<file path="config.mk">
export PLATFORM = sky130hd
export DESIGN_NAME = uart_frame_parser
export DESIGN_NICKNAME = d
export VERILOG_FILES = /design/src/rtl/uart_frame_parser.sv
export SDC_FILE = /design/constraint.sdc
export NUM_CORES = 1
export LEC_CHECK = 0
export ABC_CLOCK_PERIOD_IN_PS = 5020
export CAP_MARGIN = 40
export CORE_ASPECT_RATIO = 1.1
export CORE_UTILIZATION = 35
export DETAILED_ROUTE_END_ITERATION = 10
export GPL_TIMING_DRIVEN = 0
export SETUP_SLACK_MARGIN = 0.02
export SLEW_MARGIN = 10
export SYNTH_ARGS = -nofsm -noshare
export SYNTH_HDL_FRONTEND = slang
export SYNTH_SLANG_ARGS = --single-unit
</file>
<file path="constraint.sdc">
create_clock -name clk -period 5.02 [get_ports clk]
set_input_delay 1.004 -clock clk [delete_from_list [all_inputs] [get_ports clk]]
set_output_delay 1.004 -clock clk [all_outputs]
set_load 0.01 [all_outputs]
</file>
<file path="src/rtl/uart_frame_parser.sv">
// Frame parser: CMD, LEN, LEN payload bytes [, CHK] -> RX buffer writes plus a rx_done/rx_error pulse.
// Optional trailing XOR checksum byte is enabled by defining RX_CHECKSUM_EN.
module uart_frame_parser #(
    parameter int CLOCK   = 50_000_000,
    parameter int BAUD    = 115_200,
    parameter int NUMBER  = 256,
    parameter int TIMEOUT = 10,
    localparam int ADDR_W = $clog2(NUMBER)
) (
    input  logic              clk,
    input  logic              reset_n,
    input  logic [7:0]        rx_byte,
    input  logic              rx_valid,
    input  logic              rx_err,
    output logic [7:0]        wr_data,
    output logic [ADDR_W-1:0] wr_addr,
    output logic              we,
    output logic [7:0]        cmd_rx,
    output logic [ADDR_W-1:0] len_rx,
    output logic              rx_done,
    output logic              rx_error
);

    // Inter-byte gap limit in clocks; 64-bit math since TIMEOUT*10*CLOCK overflows 32 bits.
    localparam longint TMO_CYC = (longint'(TIMEOUT) * 10 * longint'(CLOCK)) / longint'(BAUD);
    localparam int TMO_W = $clog2(TMO_CYC + 1);
    localparam logic [TMO_W-1:0] TMO_LAST = TMO_W'(TMO_CYC - 1);

`ifdef RX_CHECKSUM_EN
    typedef enum logic [2:0] {S_IDLE, S_LEN, S_DATA, S_CHK, S_DONE} state_t;
    localparam state_t S_TAIL = S_CHK;
`else
    typedef enum logic [2:0] {S_IDLE, S_LEN, S_DATA, S_DONE} state_t;
    localparam state_t S_TAIL = S_DONE;
`endif

    state_t              r_state;
    logic [7:0]          r_cmd;
    logic [ADDR_W-1:0]   r_len;
    logic [ADDR_W-1:0]   r_cnt;
    logic [TMO_W-1:0]    r_tmo;
`ifdef RX_CHECKSUM_EN
    logic [7:0]          r_xor;
`endif
    logic [7:0]          r_wr_data;
    logic [ADDR_W-1:0]   r_wr_addr;
    logic                r_we;
    logic [7:0]          r_cmd_rx;
    logic [ADDR_W-1:0]   r_len_rx;
    logic                r_rx_done;
    logic                r_rx_error;

    logic [ADDR_W-1:0]   w_len;
    logic                w_len_bad;
    logic                w_last;
    logic                w_tmo_hit;

    assign w_len     = ADDR_W'(rx_byte);
    assign w_len_bad = (32'(rx_byte) > 32'(NUMBER - 1));
    assign w_last    = (({1'b0, r_cnt} + (ADDR_W+1)'(1)) == {1'b0, r_len});
    assign w_tmo_hit = (r_tmo == TMO_LAST);

    always_ff @(posedge clk or negedge reset_n) begin
        if (!reset_n) begin
            r_state    <= S_IDLE;
            r_cmd      <= 8'h00;
            r_len      <= '0;
            r_cnt      <= '0;
            r_tmo      <= '0;
`ifdef RX_CHECKSUM_EN
            r_xor      <= 8'h00;
`endif
            r_wr_data  <= 8'h00;
            r_wr_addr  <= '0;
            r_we       <= 1'b0;
            r_cmd_rx   <= 8'h00;
            r_len_rx   <= '0;
            r_rx_done  <= 1'b0;
            r_rx_error <= 1'b0;
        end else begin
            r_we       <= 1'b0;
            r_rx_done  <= 1'b0;
            r_rx_error <= 1'b0;
            case (r_state)
                // DONE publishes the frame and also accepts the next CMD byte, like IDLE.
                S_IDLE, S_DONE: begin
                    r_tmo <= '0;
                    if (r_state == S_DONE) begin
                        r_cmd_rx  <= r_cmd;
                        r_len_rx  <= r_len;
                        r_rx_done <= 1'b1;
                    end
                    if (rx_valid && !rx_err) begin
                        r_cmd   <= rx_byte;
                        r_state <= S_LEN;
`ifdef RX_CHECKSUM_EN
                        r_xor   <= rx_byte;
`endif
                    end else begin
                        r_state <= S_IDLE;
                    end
                end
                default: begin
                    if (rx_err) begin
                        r_state    <= S_IDLE;
                        r_rx_error <= 1'b1;
                    end else if (rx_valid) begin
                        r_tmo <= '0;
`ifdef RX_CHECKSUM_EN
                        r_xor <= r_xor ^ rx_byte;
`endif
                        case (r_state)
                            S_LEN: begin
                                r_cnt <= '0;
                                r_len <= w_len;
                                if (w_len_bad) begin
                                    r_state    <= S_IDLE;
                                    r_rx_error <= 1'b1;
                                end else if (w_len == '0) begin
                                    r_state <= S_TAIL;
                                end else begin
                                    r_state <= S_DATA;
                                end
                            end
                            S_DATA: begin
                                r_we      <= 1'b1;
                                r_wr_data <= rx_byte;
                                r_wr_addr <= r_cnt;
                                r_cnt     <= r_cnt + ADDR_W'(1);
                                if (w_last) begin
                                    r_state <= S_TAIL;
                                end
                            end
`ifdef RX_CHECKSUM_EN
                            S_CHK: begin
                                if (rx_byte == r_xor) begin
                                    r_state <= S_DONE;
                                end else begin
                                    r_state    <= S_IDLE;
                                    r_rx_error <= 1'b1;
                                end
                            end
`endif
                            default: r_state <= S_IDLE;
                        endcase
                    end else if (w_tmo_hit) begin
                        r_state    <= S_IDLE;
                        r_rx_error <= 1'b1;
                    end else begin
                        r_tmo <= r_tmo + TMO_W'(1);
                    end
                end
            endcase
        end
    end

    assign wr_data  = r_wr_data;
    assign wr_addr  = r_wr_addr;
    assign we       = r_we;
    assign cmd_rx   = r_cmd_rx;
    assign len_rx   = r_len_rx;
    assign rx_done  = r_rx_done;
    assign rx_error = r_rx_error;

endmodule

</file>
==> summary.txt <==
Floorplan
  • Die X: around 99 µm
  • Die height: approximately 110 µm
  • IO Pins: 47
  • Number of core rows: 38
  • Total Die Area: 10700 µm²
  • Effective utilization at floorplan: a little over a third
  • Area of the core: 9940 µm²

Detailed routing
  • Post-detailed-route via-to-cell ratio: 5.17
  • Detail Route Antenna Nets: 0
  • Pre-Repair DR Iteration Count: 4
  • Wire length reported by the detailed router: 7910 µm
  • Starting DRC count in detailed routing: 176
  • DR DRC count: 0
  • Routed len/inst: 15.2 µm
  • DR vias: 2693

Synthesis
  • Async set-or-reset flop fraction in the synthesized netlist: between 90% and 100%
  • Syn nets: roughly 360
  • Avg Synthesized Cell Area: 10.7 µm²
  • EDFF count, synth: 0
  • Cell accounting for the most synthesized area: sky130_fd_sc_hd__dfrtp_1
  • Post-synthesis instance area: 3620 µm²
  • Portion of the post-synthesis area used by sequential elements: 53.3%
  • Area share of the largest cell type after synthesis: 53.3%
  • Primary FF master, synth: sky130_fd_sc_hd__dfrtp_1
  • Ranking of synthesized cells by area: sky130_fd_sc_hd__dfrtp_1 53%, sky130_fd_sc_hd__mux2_2 10%, sky130_fd_sc_hd__nand2_1 7.3%
  • Number of synthesis warnings: 0
  • Post-synthesis instance total: 338
  • Number of unique standard cell types used by synthesis: 56
  • Total of flip-flops plus latches after synthesis: 77

Timing
  • Setup violations, final: 0
  • Slew of the pin with the lowest slew margin: 0.607 ns
  • Hold violation count in the final report: 0
  • Crit path time final: 2.86 ns
  • Setup TNS: 0 ns
  • Share of the clock period used by the worst path after layout: 57.0%
  • Number of pins exceeding their max-slew limit in the final report: 0
  • Setup repair after global routing missed its margin: false
  • Worst clock skew on the final layout: 0.00783 ns
  • Relative slew margins: 59.5%
  • Max Freq: 0.349 GHz

Cells and area
  • Antenna diode count: 0
  • Fin cells: 521
  • Filler cell count in the final layout: about 950
  • Share of final-layout standard cells stronger than drive strength 1: 17.2%
  • Relative area change from synthesis to final layout: 23.3%
  • Post-Layout Inst Area: 4460 µm²
  • # nets final: 414

Global route
  • Total overflow reported by the global router: 0
  • First-pass GRT wire length: 13700 µm
  • Overall global routing resource usage: 16.5%
  • Largest net degree at the start of global routing: 48
  • Number of antenna violations at the first check in global routing: 0
  • Number of global-route vias before repair: between 2000 and 3000

Clock network
  • Number of clock sinks: 77
  • Inserted Clock Buffers: 9
  • Total setup buffers inserted after CTS: 0
  • Clock network latency to the later pin of the worst-skew pair: around 0.36 ns
  • TritonCTS clock tree: built
  • H-tree depth reported by CTS: 3
  • Master cell of the clock root buffer: sky130_fd_sc_hd__clkbuf_8
  • Total of cells resized after clock tree synthesis: 0
  • Clock tree buffer depth: 2
  • Number of buffers inserted by hold repair at cts: 0
  • Clock transition time at the flip-flop clock pins of the worst setup and hold paths: ~0.080 ns

Worst setup path
  • Worst setup path category: input pin to flip-flop
  • Worst endpoint data arrival time: 3.12 ns
  • Nature of the critical path startpoint: input pin
  • Worst-path cell chain: clkdlybuf4s50_1, and2b_2, nor2b_1, nand2_1, clkinv_1, buf_2, nand2_1, nand2_1
  • Endpoint required time on the critical path: roughly 5.3 ns
  • Highest-delay cell along the critical path: sky130_fd_sc_hd__clkdlybuf4s50_1
  • Worst path most repeated cell: sky130_fd_sc_hd__nand2_1
  • Kind of cell with the highest combined delay on the critical path: buffers and inverters
  • Maximum fanout count along the critical path: 10
  • Category of the worst setup path capture point: flip-flop
  • Buffer and inverter count on the worst path: 3
  • Crit-path max cell delay: 0.54 ns

Power and ir drop
  • IR Drop Worst-Case VDD: 230 µV
  • Cell area power density: about 450 nW/µm²
  • Static Leak: 2.01 nW

Job
  • Max cap viols: 0

Place
  • Placed cells: 505
  • Final HPWL DP: between 5000 and 6000 µm
  • Number of buffer cells added on primary ports: 46
  • Post-detailed-placement cell area: 4250 µm²
  • Final weighted congestion in routability-driven placement: 0.769

Worst hold path
  • Hold WC Path Type: flip-flop to flip-flop

Outcome
  • Run status: finished, final reports clean
## kinds of logic (layout without fill, tap and decap cells)
logic type / Yosys count / after routing / share of synthesized area [%]
DFF: 77 / 77 / 53.3
and+or+nand+nor: 127 / 127 / 17.2
adders and majority gates: 6 / 6 / 2.08
xor gates and xnor gates: 11 / 11 / 2.66
AOI/OAI and AO/OA: 57 / 57 / 10.7
buffers and inverters: 26 / 89 / 3.53
muxes: 34 / 34 / 10.5
## layout make-up
class                           count  area [µm²]  share of cell area, %
Tap cell                          120         150                   3.37
Timing Repair Buffer               47         485                   10.9
Multi-Input combinational cell    235        1560                   35.0
Clock buffer                       10         138                   3.09
Inverter                            9        35.0                  0.786
Sequential cell                    77        1930                   43.2
Clock inverter                      6        70.1                   1.57
Buffer                             17        92.6                   2.08
## synthesized netlist by cell type (all sizes together) (3+ instances only)
cell     n
or3      3
o21ai   23
mux2    32
inv      7
nand4    3
and2     3
a22o     6
a21oi    6
o21a     3
clkbuf   8
nor3     5
dfrtp   77
nand2   71
nand3   10
buf      9
nor2     8
and3     4
nor4     3
o31ai    4
xor2     4
xnor2    7
ha       6
## through the flow
stage / util, % / hold WS, ns / power (mW) / worst slack, ns
global route: 44.9 / 0.497 / 2.12 / 2.00
global placement: 42.5 / 0.462 / 1.50 / 0.175
detailed placement: 42.8 / 0.467 / 1.51 / 1.75
CTS: 44.9 / 0.486 / 2.01 / 2.13
finish: 44.9 / 0.476 / 1.99 / 2.16
floorplan: - / 0.464 / 1.23 / 2.64
## worst min-delay path, delay by kind of cell, from the launching register on
family | cells | cell delay, ns
flip-flops | 1 | 0.35
AND/OR/NAND/NOR | 2 | 0.10
## report_power, final
| group | switching [mW] | total [mW] | internal, mW |
|---|---|---|---|
| combinational | 0.284 | 0.625 | 0.341 |
| clock | 0.244 | 0.491 | 0.248 |
| sequential | 0.0985 | 0.869 | 0.770 |
## layer usage
metal,track usage (%),routed length (µm),vias to the layer above
li1,-,-,1307
met4,6.18,129,0
met2,25.7,3570,57
met1,21.5,3820,1315
met5,0,0,-
met3,5.24,383,14
## cells in the final DEF, fill, tap and decap left out, drive strengths merged, types with 3 or more instances in the layout
| cell | instances |
|---|---|
| nor3 | 5 |
| nand3 | 10 |
| o31ai | 4 |
| or3 | 3 |
| nand4 | 3 |
| dfrtp | 77 |
| a22o | 6 |
| and2 | 3 |
| and3 | 4 |
| xnor2 | 7 |
| mux2 | 32 |
| nor4 | 3 |
| nand2 | 71 |
| buf | 11 |
| xor2 | 4 |
| o21ai | 23 |
| inv | 9 |
| nor2 | 8 |
| clkdlybuf4s50 | 45 |
| ha | 6 |
| o21a | 3 |
| a21oi | 6 |
| clkinv | 5 |
| clkbuf | 18 |
## path summary, 6_finish.rpt
check                                  startpoint                      to  slack [ns]  depth (start not counted)
setup / recovery                           rx_err  wr_data[5]$_DFFE_PN0P_        2.16                          8
hold / removal             wr_addr[0]$_DFFE_PN0P_  wr_addr[0]$_DFFE_PN0P_        0.48                          2
setup reg to reg           r_state[0]$_DFFE_PN0P_    r_tmo[2]$_DFFE_PN0P_        2.44                          8
hold reg to reg            wr_addr[0]$_DFFE_PN0P_  wr_addr[0]$_DFFE_PN0P_        0.48                          2
max in group asynchronous                 reset_n   cmd_rx[3]$_DFFE_PN0P_        3.87                          2
min in group asynchronous                 reset_n  wr_addr[7]$_DFFE_PN0P_        0.57                          1
## sequential cells by signal (all words and copies together), names as in the netlist
signal / flops
r_tmo: 16
cmd_rx: 8
len_rx: 8
r_cmd: 8
r_cnt: 8
r_len: 8
wr_addr: 8
wr_data: 8
r_state: 2
rx_done: 1
rx_error: 1
we: 1
Note: power is estimated with default switching activity, not from simulation.
